`src/rtl/dpram_port_arbiter.sv`:
```
// Two-requester round-robin front end for one RAM port.
// Clears the memory after reset, then arbitrates single-cycle accesses.
module dpram_port_arbiter #(
  parameter int ADDR_W = 8,
  parameter int DATA_W = 8,
  parameter int DEPTH  = 256
) (
  input  logic              clk,
  input  logic              reset,
  input  logic              req0,
  input  logic              req1,
  input  logic              we0,
  input  logic              we1,
  input  logic [ADDR_W-1:0] addr0,
  input  logic [ADDR_W-1:0] addr1,
  input  logic [DATA_W-1:0] wdata0,
  input  logic [DATA_W-1:0] wdata1,
  output logic              gnt0,
  output logic              gnt1,
  output logic              rvalid0,
  output logic              rvalid1,
  output logic [DATA_W-1:0] rdata0,
  output logic [DATA_W-1:0] rdata1,
  output logic [ADDR_W-1:0] ram_addr,
  output logic              ram_we,
  output logic [DATA_W-1:0] ram_wdata,
  input  logic [DATA_W-1:0] ram_rdata,
  output logic              init_busy
);

  typedef enum logic {INIT, RUN} state_t;

  localparam logic [ADDR_W-1:0] LAST_ADDR = ADDR_W'(DEPTH - 1);

  state_t            state;
  logic [ADDR_W-1:0] cnt;
  logic              last;
  logic              rd_v;
  logic              rd_tag;
  logic              run;
  logic              sweep;

  // Reset gates the combinational outputs so they drop at once.
  assign run   = reset && (state == RUN);
  assign sweep = reset && (state == INIT);

  // last = 1 means requester 1 was granted most recently.
  assign gnt0 = run & req0 & (~req1 | last);
  assign gnt1 = run & req1 & (~req0 | ~last);

  assign init_busy = (state == INIT);

  assign rvalid0 = rd_v & ~rd_tag;
  assign rvalid1 = rd_v & rd_tag;
  assign rdata0  = rvalid0 ? ram_rdata : '0;
  assign rdata1  = rvalid1 ? ram_rdata : '0;

  always_comb begin
    ram_we    = 1'b0;
    ram_addr  = '0;
    ram_wdata = '0;
    unique case (1'b1)
      sweep: begin
        ram_we   = 1'b1;
        ram_addr = cnt;
      end
      gnt0: begin
        ram_we    = we0;
        ram_addr  = addr0;
        ram_wdata = wdata0;
      end
      gnt1: begin
        ram_we    = we1;
        ram_addr  = addr1;
        ram_wdata = wdata1;
      end
      default: ;
    endcase
  end

  always_ff @(posedge clk or negedge reset) begin
    if (!reset) begin
      state  <= INIT;
      cnt    <= '0;
      last   <= 1'b1;
      rd_v   <= 1'b0;
      rd_tag <= 1'b0;
    end else begin
      rd_v   <= (gnt0 & ~we0) | (gnt1 & ~we1);
      rd_tag <= gnt1;
      unique case (state)
        INIT: begin
          cnt <= cnt + ADDR_W'(1);
          if (cnt == LAST_ADDR)
            state <= RUN;
        end
        RUN: begin
          if (gnt0 | gnt1)
            last <= gnt1;
        end
        default: state <= INIT;
      endcase
    end
  end

endmodule
```
`config.mk`:
```
export PLATFORM = sky130hd
export DESIGN_NAME = dpram_port_arbiter
export DESIGN_NICKNAME = d
export VERILOG_FILES = /design/src/rtl/dpram_port_arbiter.sv
export SDC_FILE = /design/constraint.sdc
export NUM_CORES = 1
export LEC_CHECK = 0
export ABC_AREA = 1
export CAP_MARGIN = 0
export CELL_PAD_IN_SITES_DETAIL_PLACEMENT = 0
export CELL_PAD_IN_SITES_GLOBAL_PLACEMENT = 2
export CORE_ASPECT_RATIO = 0.6
export CORE_MARGIN = 3
export CORE_UTILIZATION = 15
export DETAILED_ROUTE_END_ITERATION = 10
export PLACE_DENSITY_LB_ADDON = 0.1
export SKIP_CTS_REPAIR_TIMING = 1
export SLEW_MARGIN = 20
export SYNTH_ARGS = -nofsm -noshare
export SYNTH_HDL_FRONTEND = slang
export SYNTH_SLANG_ARGS = --single-unit
```
`constraint.sdc`:
```
create_clock -name clk -period 1.6 [get_ports clk]
set_clock_uncertainty 0.15 [all_clocks]
set_input_delay 0.32 -clock clk [delete_from_list [all_inputs] [get_ports clk]]
set_output_delay 0.32 -clock clk [all_outputs]
set_load 0.01 [all_outputs]
```
After elaboration in Yosys (flattened, before gate mapping) --
Cells that the tools add are included.
Word-level totals: flip-flop bits (word level) 12, input bits 46, output and inout bits 38, logic and storage cells 36
Cells by class: bitwise operators 19, mux-type cells 7, add/subtract/negate cells 1, equal/unequal tests 1, reductions and logical operators 3
Operator list (count):
- case mux 8 bit (3 select lines) | 1
- two-way mux 8 bit | 2
- case mux 8 bit (2 select lines) | 1
- adder 8 x 1 -> 8 bit, second input constant | 1
- bitwise AND 1 bit | 8
- equality test 8 bit, second input constant | 1
- NOT 1 bit | 7
- bitwise OR 1 bit | 4
- case mux 1 bit (3 select lines) | 1
- logical AND 1 bit | 2
- two-way mux 1 bit | 2
- AND reduction 2 bit | 1

Depth between registers and ports, before layout --
depth after elaboration 5, mapped depth 7, depth with buffers taken out 7

Worst setup path after synthesis --
OpenSTA, ideal clock, no wires.
kind flip-flop to output port, start reg last, end out ram_wdata[0], stages on the path, launching flop included 7, path buffers 0, data required time 1130 ps, arrival time 1020 ps, path slack 110 ps, cell sequence dfstp_2 -> inv_1 -> nand2_2 -> nand2_2 -> clkinv_2 -> nand2_1 -> nand2_1
Between the ends: elaborated cells on any way between the ends 6, classes of those cells mux (1); bitwise (5)
RTL lines:
- start: declaration | line 37 | logic last;
- start signal: assignment | line 99 | last <= gnt1;
- bitwise OR 1 bit | line 48 | assign gnt0 = run & req0 & (~req1 | last);
- bitwise AND 1 bit | line 48
- named net gnt0 | line 18 | output logic gnt0,
- case mux 8 bit (2 select lines) | line 62 | unique case (1'b1)
- end: declaration | line 26 | output logic [DATA_W-1:0] ram_wdata,
The timed path passes the listed nets, and every way through them passes these cells.

Worst setup path in the final report --
start reg last, end out ram_we
Between the ends: longest elaborated chain between the ends 4, elaborated cells on any way between the ends 6, classes of those cells mux (1); bitwise (5)
Ends and longest elaborated chain:
- NOT 1 bit | line 49 | assign gnt1 = run & req1 & (~req0 | ~last);
- bitwise OR 1 bit | line 49
- bitwise AND 1 bit | line 49
- case mux 1 bit (3 select lines) (*) | line 62
- end: declaration | line 25 | output logic ram_we,
Mark *: on every way between the ends. The rest lies on a longest branch, timed or not.

==> impl_metrics.json <==
{
  "route.vias.total": 1387,
  "cts-root-buf": "clkbuf_16",
  "r2r-end": "cnt[7]$_DFFE_PN0N_",
  "power_density_nw_per_um2": 421,
  "grt_pass1_wl_mm": 6.96,
  "ys_seq_area_share_pct": 29.2,
  "violations": "negative setup slack",
  "hold_class": "in2async",
  "crit_fanout": 5,
  "path_clk_slew_ns": 0.05,
  "diodes": 0,
  "r2r_start": "state$_DFF_PN0_",
  "start_util_pct": 16.2,
  "globalplace.congestion": 0.733,
  "finalSetupViolCount": 26,
  "critPathCaptureType": "output pin",
  "gr-total-overflow": 0,
  "critical_path.cell_chain": "inv_2 -> nand2_4 -> buf_12 -> nand3_2 -> nand3b_1 -> buf_2",
  "post-route-min-period_ns": 1.87,
  "via_per_inst": 3.87,
  "drt_first_pass_iters": 4,
  "setup_tns_ns": -4.06,
  "relSlewSlack_pct": 81.9,
  "die_h_um": 70.3,
  "required_ns": 1.13,
  "core_area_um2": 6390,
  "detailed_place_hpwl_mm": 3.80,
  "area_growth_pct": 130,
  "cp.arrival_ns": 1.40,
  "cp.depth": 6,
  "crit_path_end": "ram_we",
  "fin_ws_ns": -0.267,
  "antenna_found_initial": 0,
  "grt_pass1_vias": 1236,
  "wl_mm": 4.90,
  "rsz0062_at_grt": "true",
  "syn_nets": 211,
  "startpoint_type": "flop",
  "multiInputGateArea_um2": 743,
  "peakVddDrop_uv": 298,
  "crit_path_top_delay_cell": "dfstp_2",
  "p_leak_nw": 1.39,
  "netlist_instances": 164,
  "yosysWarnings": 0,
  "grt_max_degree": 12,
  "rows": 22,
  "nets": 322,
  "yosys_register_bits": 12,
  "utilization_pct": 37.1,
  "finalCritPeriodShare_pct": 117,
  "slew_viol_final": 0,
  "remaining_drc_errors": 0,
  "status": "complete, but fails checks",
  "numClockSinks": 12,
  "io_buffers": 83,
  "r2r_cells": 8,
  "critPathKind": "reg2out",
  "drtIter0Drc": 50,
  "cpPeakStageDelay_ns": 0.55,
  "io_pins": 84,
  "power_uw": 1000,
  "cts_tree": "done",
  "dp.cells": 351,
  "grt_usage_pct": 11.2,
  "dieWidth_um": 113,
  "avgSynthCellArea_um2": 6.29,
  "syn_area_um2": 1030,
  "startpoint": "last$_DFFE_PN1P_",
  "fmax_mhz": 536,
  "whs_ns": 0.0804,
  "routedWlPerCell_um": 13.7,
  "final_cells": 358,
  "cts.path.max_buffers": 2,
  "tightest_slew_ns": 0.271,
  "ff2ff_setup_slack_ns": 0.12,
  "htree_levels": 1,
  "antenna_left": 0,
  "regArea_um2": 303,
  "hold_viol": 0,
  "synth_cell_types": 22,
  "cp_num_buf_inv": 3,
  "cts_inserted_buffers": 3,
  "die-area_um2": 7950,
  "clk_latency_ns": 0.24,
  "path_delay_family": "flip-flops",
  "maxCapViolCount": 0,
  "fillCellCount": 701,
  "drive_gt1_share_pct": 39.8
}
how the worst min path moves through the flow:
| stage | startpoint | end | slack (ns) |
|---|---|---|---|
| 6_report | reset | cnt[1]$_DFFE_PN0N_ | 0.08 |
| 5_1_grt | reset | cnt[1]$_DFFE_PN0N_ | 0.12 |
| 4_1_cts | last$_DFFE_PN1P_ | last$_DFFE_PN1P_ | 0.39 |
| 3_5_place_dp | last$_DFFE_PN1P_ | last$_DFFE_PN1P_ | 0.39 |
| 3_3_place_gp | cnt[3]$_DFFE_PN0N_ | cnt[3]$_DFFE_PN0N_ | 0.41 |
| 2_1_floorplan | reset | cnt[0]$_DFFE_PN0N_ | -0.13 |
power breakdown:
part | switching, mW | leakage [nW] | total [mW] | internal (mW)
clock | 0.133 | 0.0442 | 0.510 | 0.378
combinational | 0.0612 | 1.20 | 0.185 | 0.123
sequential | 0 | 0.148 | 0.305 | 0.305
total | 0.194 | 1.39 | 1.00 | 0.805
registers in the layout, indices dropped and copies added (netlist names):
| register | count |
|---|---|
| cnt | 8 |
| last | 1 |
| rd_tag | 1 |
| rd_v | 1 |
| state | 1 |
placed cells by master (no fill, tap or decap):
master / synthesis / layout
ha_1: 1 / 1
o21ai_2: 1 / 1
nand3_4: 0 / 3
dfrtp_2: 0 / 1
inv_1: 23 / 19
clkbuf_16: 0 / 4
buf_6: 3 / 12
nand2_4: 1 / 6
nor2_1: 18 / 16
buf_4: 0 / 19
buf_12: 0 / 2
clkdlybuf4s50_1: 0 / 42
inv_2: 2 / 6
xnor2_1: 2 / 2
nand4_1: 3 / 3
dlymetal6s2s_1: 0 / 11
nand2_2: 4 / 8
o21ai_0: 1 / 1
nor2_4: 3 / 3
buf_2: 1 / 21
inv_4: 0 / 1
clkinv_4: 0 / 2
xor2_1: 1 / 1
nand3_2: 1 / 14
dfrtp_1: 11 / 10
inv_6: 0 / 1
dfstp_2: 1 / 1
clkbuf_8: 0 / 1
nand3_1: 29 / 13
nand2_1: 52 / 43
nand3b_1: 3 / 3
nor2_2: 1 / 3
synth_stat cells:
library cell | number | area share, %
dfstp_2 | 1 | 2.5
inv_1 | 23 | 8.4
buf_2 | 1 | 0.48
o21ai_2 | 1 | 0.85
dfrtp_1 | 11 | 27
nand2_1 | 52 | 19
nand2_2 | 4 | 2.4
xor2_1 | 1 | 0.85
buf_6 | 3 | 3.3
nor2_1 | 18 | 6.5
ha_1 | 1 | 1.2
nand3b_1 | 3 | 2.2
o21ai_0 | 1 | 0.48
nand4_1 | 3 | 1.8
inv_2 | 2 | 0.73
xnor2_1 | 2 | 1.7
nand3_2 | 1 | 0.97
clkinv_2 | 2 | 0.97
nor2_4 | 3 | 3.3
nand3_1 | 29 | 14
nand2_4 | 1 | 1.1
nor2_2 | 1 | 0.61
stage by stage:
step | worst slack, ns | cell area, um^2
2_1_floorplan | 0.110 | 1030
3_3_place_gp | -0.893 | 2130
3_5_place_dp | -0.895 | 2130
4_1_cts | -0.903 | 2220
5_1_grt | -0.358 | 2370
6_report | -0.267 | 2370
cell type report:
class                   instances  share of cell area (%)
repair buffers                108                    42.4
multi-input cells             121                    31.3
flip-flops and latches         12                    12.8
inverters                      27                    4.69
well taps                      84                    4.43
clock buffers                   4                    3.74
repair inverters                2                   0.633
layer usage:
layer / vias up / GRT usage [%] / wire [um]
li1: 737 / - / -
met1: 617 / 17.1 / 2640
met2: 31 / 15.4 / 1960
met3: 2 / 3.46 / 267
met4: 0 / 1.60 / 27
met5: - / 0 / 0
cell families after synthesis:
logic type	synth area share (%)
AND/OR/NAND/NOR	51.9
XOR/XNOR	2.55
adder cells (fa/ha/maj)	1.21
buffers and inverters	13.8
flip-flops	29.2
AO/OA/AOI/OAI	1.33
(Power assumes the default switching activity.)
